File: config.mk
export PLATFORM = sky130hd
export DESIGN_NAME = moving_integrator_decoder
export DESIGN_NICKNAME = d
export VERILOG_FILES = /design/src/rtl/moving_integrator_decoder.sv
export SDC_FILE = /design/constraint.sdc
export NUM_CORES = 1
export LEC_CHECK = 0
export ABC_AREA = 1
export BUFFER_PORTS_ARGS = -buffer_cell sky130_fd_sc_hd__buf_2
export CAP_MARGIN = 20
export CORE_MARGIN = 5
export CORE_UTILIZATION = 40
export DETAILED_ROUTE_END_ITERATION = 10
export SLEW_MARGIN = 20
export SYNTH_ARGS = -nofsm -noshare
export SYNTH_HDL_FRONTEND = slang
export SYNTH_SLANG_ARGS = --single-unit
File: constraint.sdc
create_clock -name clk -period 40.5 [get_ports clk]
set_input_delay 12.15 -clock clk [delete_from_list [all_inputs] [get_ports clk]]
set_output_delay 12.15 -clock clk [all_outputs]
set_load 0.02 [all_outputs]
File: src/rtl/moving_integrator_decoder.sv
// moving_integrator_decoder: recovers x[n] from a 32-sample running sum, x[n] = s[n] - s[n-1] + x[n-32].
// Build option: define MOVING_DECODER_SAT_EN to saturate out-of-range results instead of wrapping them.
module moving_integrator_decoder #(
   parameter int K = 32
) (
   input  logic               clk,
   input  logic               reset,
   input  logic               enable,
   input  logic signed [21:0] s,
   output logic signed [15:0] x_out,
   output logic               x_valid,
   output logic               primed,
   output logic               ovf
);

   typedef enum logic {PRIME, RUN} state_t;

   localparam logic signed [23:0] MAX16 = 24'sd32767;
   localparam logic signed [23:0] MIN16 = -24'sd32768;

   state_t             state;
   logic [5:0]         count;
   logic signed [21:0] s_reg;
   logic signed [21:0] s_prev;
   logic               v1;
   logic signed [15:0] dly [K];
   logic signed [23:0] d;
   logic signed [15:0] x_next;
   logic               ovf_now;

   // Stage 1: capture the running sum and its predecessor; an in-flight sample dies with reset.
   always_ff @(posedge clk or posedge reset) begin
      if (reset) begin
         s_reg  <= '0;
         s_prev <= '0;
         v1     <= 1'b0;
      end else begin
         // NOTE: non-blocking so s_prev takes the old s_reg, not the value written this edge.
         v1 <= enable;
         if (enable) begin
            s_reg  <= s;
            s_prev <= s_reg;
         end
      end
   end

   // 24 bits hold the 22-bit difference plus the 16-bit delayed term without overflow.
   always_comb begin
      // NOTE: defaults first so every path assigns x_next and no latch is inferred.
      d       = 24'(s_reg) - 24'(s_prev) + 24'(dly[K-1]);
      ovf_now = (d > MAX16) || (d < MIN16);
      x_next  = d[15:0];
`ifdef MOVING_DECODER_SAT_EN
      if (d > MAX16)
         x_next = 16'sh7fff;
      else if (d < MIN16)
         x_next = 16'sh8000;
`endif
   end

   // Stage 2: register the result and push it into the delay line that supplies x[n-32].
   always_ff @(posedge clk or posedge reset) begin
      if (reset) begin
         x_out   <= '0;
         x_valid <= 1'b0;
         ovf     <= 1'b0;
         // NOTE: the delay line is reset because decoding relies on x[n-32]=0 for the first window.
         for (int i = 0; i < K; i++)
            dly[i] <= '0;
      end else begin
         x_valid <= v1;
         if (v1) begin
            x_out  <= x_next;
            dly[0] <= x_next;
            for (int i = 1; i < K; i++)
               dly[i] <= dly[i-1];
            if (ovf_now)
               ovf <= 1'b1;
         end
      end
   end

   // Priming tracker: primed rises together with the 32nd x_valid and the counter parks at 32.
   always_ff @(posedge clk or posedge reset) begin
      if (reset) begin
         state  <= PRIME;
         count  <= '0;
         primed <= 1'b0;
      end else if (v1) begin
         case (state)
            PRIME: begin
               count <= count + 6'd1;
               if (count == 6'(K - 1)) begin
                  state  <= RUN;
                  primed <= 1'b1;
               end
            end
            RUN: count <= 6'(K);
            default: state <= PRIME;
         endcase
      end
   end

endmodule

==> results of run 1 <==
-- area by class of cell --
type,count,area [sq um],area share
Sequential cell,567,14200,0.545
Clock inverter,25,332,0.0127
Tap cell,765,957,0.0368
Multi-Input combinational cell,1469,7050,0.271
Clock buffer,78,1630,0.0625
Inverter,395,1500,0.0577
Timing Repair Buffer,55,363,0.0139
-- worst max path at each step --
stage,from,to,cells after the start
after detailed placement,reset,v1,5
after floorplan,reset,count[0],1
after global placement,reset,v1,5
after global routing,reset,v1,6
after CTS,reset,v1,5
final,reset,v1,6
-- cells in the mapped netlist --
master / n
nand3_1: 23
inv_2: 2
a22o_1: 1
a21oi_1: 41
buf_2: 41
nand4_1: 9
nand2_1: 736
o21ai_0: 511
and2_4: 1
nor2_4: 4
nor2_2: 7
buf_1: 3
xnor2_1: 7
clkbuf_1: 81
nand2_2: 11
buf_4: 16
nor2_1: 49
a31o_2: 2
ha_1: 25
and2_1: 2
o21bai_1: 1
nand3b_4: 1
inv_1: 393
nand3_2: 2
a31oi_1: 1
dfrtp_1: 567
o22ai_1: 2
nor3_1: 3
xor2_1: 7
nand3b_1: 1
fa_1: 22
-- kinds of logic after synthesis --
family          Yosys count
compound gates          559
buf+inv                 536
xor+xnor                 14
flops                   567
fa+ha+maj                47
simple gates            849
-- metal layers --
layer	GRT usage	part of all wire	up-vias
li1	-	-	7854
met1	0.212	0.51	7366
met2	0.206	0.43	203
met3	0.0316	0.045	53
met4	0.0296	0.014	0
met5	0	0	-
-- worst max-delay path, delay by kind of cell --
family / cells / cell delay (ns)
buf+inv: 6 / 2.77
-- per-stage QoR --
step	area [sq um]	cells	power, W	setup WS, ns	hold slack, ns
floorplan	23400	2572	0.000891	12.49	0.352
global placement	24000	3250	0.000944	24.87	0.443
detailed placement	24000	3250	0.000953	24.78	0.460
CTS	26000	3353	0.00151	25.45	0.475
global route	26000	3354	0.00158	25.16	0.494
finish	26000	3354	0.00148	25.76	0.470
-- power by group --
group / switching (W) / total (W) / internal (W)
clock network: 0.000219 / 0.000544 / 0.000325
registers: 0.0000431 / 0.000709 / 0.000666
logic: 0.000155 / 0.000230 / 0.0000752
total: 0.000417 / 0.00148 / 0.00107
==> flow_summary_export.csv, run 1 <==
group,metric,value,unit
logic_synthesis,synth_seq_area_share,0.607,
floorplan,rows,88,
timing,period_needed,14.74,ns
floorplan,start_util,0.404,
cts,clock_sinks,567,
logic_synthesis,synth_top_family_by_area,"simple AND/OR/NAND/NOR gates",
setup_path,end_kind,"asynchronous set/reset pin",
hold_path,min_from,"dly[361]",
layout,area_growth,11.4,%
setup_path,critical_path_arrival,15.33,ns
setup_path,r2r_slack,36.07,ns
setup_path,slowest_stage,"buf_4",
logic_synthesis,synth_area_per_cell,9.08,sq um
timing,slew_headroom,0.245,
setup_path,worst_path_most_repeated_cell,"buf_12",
timing,fin_setup_tns,0,ns
pwr,leakagePower,12.4,nW
detailed_routing,ant_nets,0,
logic_synthesis,netlist_area,23400,sq um
timing,worstMarginPinSlew,1.13,ns
timing,finClkSkew,0.0118,ns
timing,hold_viol_final,0,
setup_path,crit_fanout,185,
placed_design,gp_congestion,0.846,
layout,drive_gt1_frac,0.0699,
setup_path,slowest_delay,0.67,ns
hold_path,hold_end,"dly[345]",
placed_design,io_buffers,43,
global_routing,grt_pass1_wl,76000,um
floorplan,fp.dieH,252,um
timing,setup_viol,0,
logic_synthesis,yosysUniqueCellTypes,31,
cts,cts.hold.buffers_added,0,
flow_run,drv_cap,0,
pwr,irDropWorstVdd,0.0000322,V
timing,period_share,0.364,
logic_synthesis,synth_xor_area_frac,0.00525,
setup_path,worstSetupPathType,"in -> async",
timing,rsz0062_at_grt,"no",
setup_path,r2r_start,"v1",
cts,cts.htree.levels,2,
setup_path,reg2reg_to,"dly[466]",
logic_synthesis,synth-simple-area-share,0.144,
logic_synthesis,synth_fa_ha_area_frac,0.0322,
layout,antenna_cells,0,
detailed_routing,drc,0,
global_routing,grt_usage,0.139,
setup_path,worstPathCellList,"buf_2 -> clkinv_8 -> buf_12 -> buf_12 -> buf_16 -> buf_4",
cts,clock_latency,0.60,ns
logic_synthesis,synth_nets,2644,
global_routing,grt_overflow,0,
logic_synthesis,synthCells,2572,
layout,layout.nets,2617,
floorplan,die_w,252,um
setup_path,required,41.09,ns
logic_synthesis,ys_warn_count,0,
cts,clockRootBuffer,"clkbuf_16",
layout,mostFrequentLayoutCell,"nand2_1",
detailed_routing,wirelength,43300,um
run_status,status,"finished, final reports clean",
setup_path,setup.worst_path.start_class,"primary input",
logic_synthesis,ys_ff_latch,567,
timing,drv_slew,0,
cts,cts_setup_buffers,0,
detailed_routing,first_pass_iters,5,
detailed_routing,num_vias,15476,
layout,fillers,5585,
floorplan,num_io_pins,44,
detailed_routing,via_per_inst,4.61,
global_routing,antenna_found_initial,0,
global_routing,grt_pass1_vias,15394,
pwr,powerDensity,57.0,nW/um^2
cts,clk_pin_slew,0.06,ns
logic_synthesis,synth_area_leaders,"dfrtp_1, nand2_1, o21ai_0, inv_1, fa_1",
logic_synthesis,synth_top_area_frac,0.607,
detailed_routing,routedWlPerCell,12.9,um
layout,utilization,0.450,
timing,fmax,0.0678,GHz
logic_synthesis,muxShareOfSynthArea,0,
floorplan,core_area,57800,sq um
setup_path,ff2ff_path_depth,5,
cts,cts_tree,"built",
layout,largest_reg_flops,512,
logic_synthesis,yosys.area.top_type,"dfrtp_1",
detailed_routing,drtIter0Drc,1284,
cts,numCtsBuffers,57,
placed_design,hpwl,26500,um
hold_path,holdPathStages,2,
global_routing,grt_max_degree,275,
hold_path,hold_class,"reg -> reg",
logic_synthesis,synth_compound_area_frac,0.121,
layout,final_cell_mix,"nand2_1, dfrtp_1, o21ai_0, inv_1, clkbuf_16",
cts,post_cts_resized,0,
cts,clockBufferDepth,3,
floorplan,dieArea,63300,sq um
Power figures use the tool's default switching activity.
==> run 2: changes to the inputs <==
- clock period: 40.5 -> 14 ns (I/O delays scaled with it)
==> flow_summary_export.csv, run 2 (same netlist as run 1, synthesis figures left out) <==
group,metric,value,unit
flow_run,drv_cap,0,
layout,fillers,5571,
floorplan,fp.dieH,252,um
setup_path,critical_path_arrival,6.42,ns
global_routing,antenna_found_initial,0,
placed_design,io_buffers,43,
layout,antenna_cells,0,
global_routing,grt_max_degree,278,
layout,instances_no_fill,3351,
layout,layout.nets,2616,
hold_path,hold_class,"reg -> reg",
timing,finClkSkew,0.0310,ns
layout,largest_reg_flops,512,
timing,setup_slack,8.26,ns
timing,timing.hold.ws,0.457,ns
setup_path,end_kind,"asynchronous set/reset pin",
setup_path,worstPathCellList,"buf_2 -> clkinvlp_4 -> buf_4 -> buf_12 -> buf_16",
detailed_routing,routedWlPerCell,12.6,um
detailed_routing,num_vias,15478,
run_status,status,"finished, final reports clean",
setup_path,worstSetupPathType,"in -> async",
cts,cts_tree,"built",
layout,area_growth,10.4,%
cts,cts_setup_buffers,0,
placed_design,dp_cells,3250,
cts,post_cts_resized,0,
placed_design,post_dp_cell_area,24000,sq um
placed_design,dp_slack,7.50,ns
global_routing,grt_pass1_wl,74300,um
timing,worstMarginPinSlew,1.10,ns
cts,clockRootBuffer,"clkbuf_16",
cts,numCtsBuffers,56,
setup_path,setup.worst_path.start_class,"primary input",
cts,clockBufferDepth,3,
timing,fmax,0.174,GHz
timing,fin_setup_tns,0,ns
placed_design,hpwl,26000,um
timing,slew_headroom,0.268,
detailed_routing,ant_nets,0,
global_routing,grt_usage,0.137,
floorplan,start_util,0.404,
layout,mostFrequentLayoutCell,"nand2_1",
setup_path,slowest_stage,"buf_4",
floorplan,die_w,252,um
cts,cts.hold.buffers_added,0,
timing,rsz0062_at_grt,"no",
detailed_routing,via_per_inst,4.62,
pwr,powerDensity,160,nW/um^2
timing,hold_viol_final,0,
floorplan,rows,88,
cts,clock_sinks,567,
cts,clk_pin_slew,0.06,ns
detailed_routing,wirelength,42300,um
detailed_routing,drtIter0Drc,1266,
global_routing,grt_overflow,0,
global_routing,grt_pass1_vias,15107,
placed_design,gp_congestion,0.841,
floorplan,dieArea,63300,sq um
detailed_routing,first_pass_iters,5,
layout,drive_gt1_frac,0.0661,
pwr,leakagePower,12.3,nW
detailed_routing,drc,0,
setup_path,required,14.68,ns
floorplan,num_io_pins,44,
pwr,irDropWorstVdd,0.000115,V
timing,period_needed,5.74,ns
floorplan,core_area,57800,sq um
cts,clock_latency,0.62,ns
setup_path,crit_fanout,135,
layout,final_cell_mix,"nand2_1, dfrtp_1, o21ai_0, inv_1, clkbuf_16",
cts,cts.htree.levels,2,
setup_path,slowest_delay,0.68,ns
timing,period_share,0.410,
layout,final_area,25800,sq um
timing,drv_slew,0,
timing,setup_viol,0,
[run 2: changes by cell type in the layout (fill, tap and decap cells not counted), moves of 2 or more]
cell and delta:
clkinv_2 +4, clkbuf_1 +7, bufinv_16 -7, clkbuf_16 -2
clkinvlp_4 -5
[run 2: routing by layer]
layer  up-vias  GRT usage  wire length (um)
met3        59     0.0246              1530
li1       7857          -                 -
met5         -          0                 0
met1      7378      0.211             21700
met4         0     0.0371               925
met2       184      0.200             18100
[run 2: worst paths after layout]
check	start	end	slack, ns	depth (start not counted)
hold reg to reg	dly[483]	dly[467]	0.46	2
min in group asynchronous	reset	dly[11]	3.66	2
setup / recovery	reset	dly[418]	8.26	5
max in group clk	dly[508]	x_out[12]	8.62	1
hold / removal	dly[483]	dly[467]	0.46	2
setup reg to reg	v1	dly[469]	10.28	4
[run 2: critical path, delay by kind of cell]
| family | cells | cell delay, ns |
|---|---|---|
| buffers and inverters | 5 | 2.03 |
[run 2: final cells by class]
class	count	area, sq um	area share
flip-flops and latches	567	14200	0.550
clock buffers	82	1590	0.0616
clock inverters	18	135	0.00524
repair buffers	55	375	0.0146
well taps	765	957	0.0371
inverters	395	1490	0.0579
multi-input cells	1469	7050	0.273
[run 2: per-stage QoR]
step	utilization	total power (W)
after CTS	0.446	0.00419
final	0.446	0.00412
after global placement	0.416	0.00273
after detailed placement	0.416	0.00276
after floorplan	-	0.00258
after global routing	0.446	0.00439
[run 2: report_power, final]
group | internal [W] | leakage, nW | switching (W)
clock | 0.000787 | 0.848 | 0.000616
combinational | 0.000217 | 3.91 | 0.000450
sequential | 0.00193 | 7.56 | 0.000125
total | 0.00293 | 12.3 | 0.00119
==> run 3: changes to the inputs <==
- clock period: 14 -> 5.4 ns (I/O delays scaled with it)
==> flow_summary_export.csv, run 3 (same netlist as run 1, synthesis figures left out) <==
group,metric,value,unit
global_routing,grt_usage,0.140,
run_status,status,"finished, final reports clean",
layout,layout.nets,2625,
detailed_routing,num_vias,15571,
timing,rsz0062_at_grt,"no",
floorplan,core_area,57800,sq um
cts,cts.htree.levels,2,
detailed_routing,via_per_inst,4.63,
setup_path,slowest_delay,0.44,ns
global_routing,grt_pass1_wl,75900,um
placed_design,hpwl,27800,um
setup_path,r2r_slack,2.53,ns
floorplan,die_w,252,um
timing,finClkSkew,0.0201,ns
cts,clockRootBuffer,"clkbuf_16",
layout,final_cell_mix,"nand2_1, dfrtp_1, o21ai_0, inv_1, clkbuf_16",
global_routing,grt_pass1_vias,15311,
setup_path,end_kind,"output port",
layout,fillers,5583,
floorplan,fp.dieH,252,um
flow_run,drv_cap,0,
pwr,irDropWorstVdd,0.000241,V
cts,clockBufferDepth,3,
setup_path,required,3.78,ns
cts,post_cts_resized,0,
setup_path,setup.worst_path.start_class,"flip-flop",
timing,drv_slew,0,
timing,period_needed,2.88,ns
detailed_routing,first_pass_iters,5,
cts,numCtsBuffers,57,
detailed_routing,drtIter0Drc,1098,
setup_path,path_buf_inv,1,
layout,utilization,0.450,
setup_path,crit_fanout,3,
global_routing,grt_overflow,0,
layout,final-seq-area,14200,sq um
detailed_routing,ant_nets,0,
setup_path,worstPathCellList,"buf_2",
cts,clock_latency,0.61,ns
floorplan,rows,88,
layout,multi_input_area,7050,sq um
floorplan,num_io_pins,44,
pwr,leakagePower,12.4,nW
timing,period_share,0.533,
cts,clk_pin_slew,0.06,ns
setup_path,worstSetupPathType,"reg -> out",
placed_design,io_buffers,43,
cts,cts_tree,"built",
layout,mostFrequentLayoutCell,"nand2_1",
setup_path,slowest_stage,"dfrtp_1",
global_routing,antenna_found_initial,0,
cts,clock_sinks,567,
cts,cts_setup_buffers,0,
hold_path,hold_class,"reg -> reg",
timing,timing.hold.ws,0.470,ns
global_routing,grt_max_degree,180,
floorplan,dieArea,63300,sq um
layout,drive_gt1_frac,0.0697,
pwr,powerDensity,423,nW/um^2
layout,area_growth,11.3,%
layout,largest_reg_flops,512,
detailed_routing,drc,0,
timing,fmax,0.348,GHz
timing,worstMarginPinSlew,0.975,ns
timing,hold_viol_final,0,
timing,slew_headroom,0.348,
layout,antenna_cells,0,
setup_path,path_delay_family,"flip-flops",
detailed_routing,routedWlPerCell,13.0,um
floorplan,start_util,0.404,
cts,cts.hold.buffers_added,0,
pwr,power,0.0110,W
timing,setup_viol,0,
detailed_routing,wirelength,43700,um
setup_path,critical_path_arrival,1.26,ns
placed_design,gp_congestion,0.806,
[run 3: changes by cell type in the layout (fill, tap and decap cells not counted)]
cell	before	now
buf_6	0	1
buf_4	7	13
bufinv_16	0	5
inv_6	0	2
clkinv_2	13	7
inv_16	0	1
buf_16	1	0
clkinv_16	1	0
clkinv_8	1	0
clkbuf_8	9	10
buf_12	4	6
clkbuf_16	56	57
[run 3: routing by layer]
layer / vias to the layer above / part of all wire / track usage
met1: 7489 / 0.51 / 0.213
met4: 0 / 0.021 / 0.0393
li1: 7875 / - / -
met5: - / 0 / 0
met3: 64 / 0.030 / 0.0206
met2: 143 / 0.44 / 0.210
[run 3: final timing paths]
kind                                from        end  depth (start not counted)
worst min-delay path            dly[176]   dly[176]                          2
min in group asynchronous          reset   s_reg[1]                          2
max in group asynchronous          reset   dly[195]                          3
worst min register to register  dly[176]   dly[176]                          2
worst max-delay path            dly[508]  x_out[12]                          1
worst max register to register  s_reg[1]        ovf                         16
[run 3: area by class of cell]
cell class / count / share of cell area
Multi-Input combinational cell: 1469 / 0.271
Sequential cell: 567 / 0.546
Timing Repair Buffer: 63 / 0.0171
Clock inverter: 18 / 0.00948
Tap cell: 765 / 0.0368
Clock buffer: 84 / 0.0626
Inverter: 395 / 0.0574
[run 3: worst min-delay path, stage by stage (launching register included)]
cell	delay, ns
dfrtp_1	0.34
nand2_1	0.05
nand2_1	0.04
[run 3: power breakdown]
group          leakage [nW]  internal [W]  switching (W)  total [W]
sequential             7.56       0.00500       0.000349    0.00534
combinational          3.95      0.000564        0.00115    0.00171
clock                 0.916       0.00232        0.00162    0.00394
[run 3: through the flow]
| step | TNS [ns] | cells | setup WS (ns) | area (sq um) |
|---|---|---|---|---|
| after global placement | 0 | 3259 | 2.38 | 24100 |
| after detailed placement | 0 | 3259 | 2.33 | 24100 |
| after CTS | 0 | 3361 | 2.46 | 26000 |
| after global routing | 0 | 3361 | 2.23 | 26000 |
| final | 0 | 3361 | 2.52 | 26000 |
| after floorplan | -2234.91 | 2572 | -3.94 | 23400 |
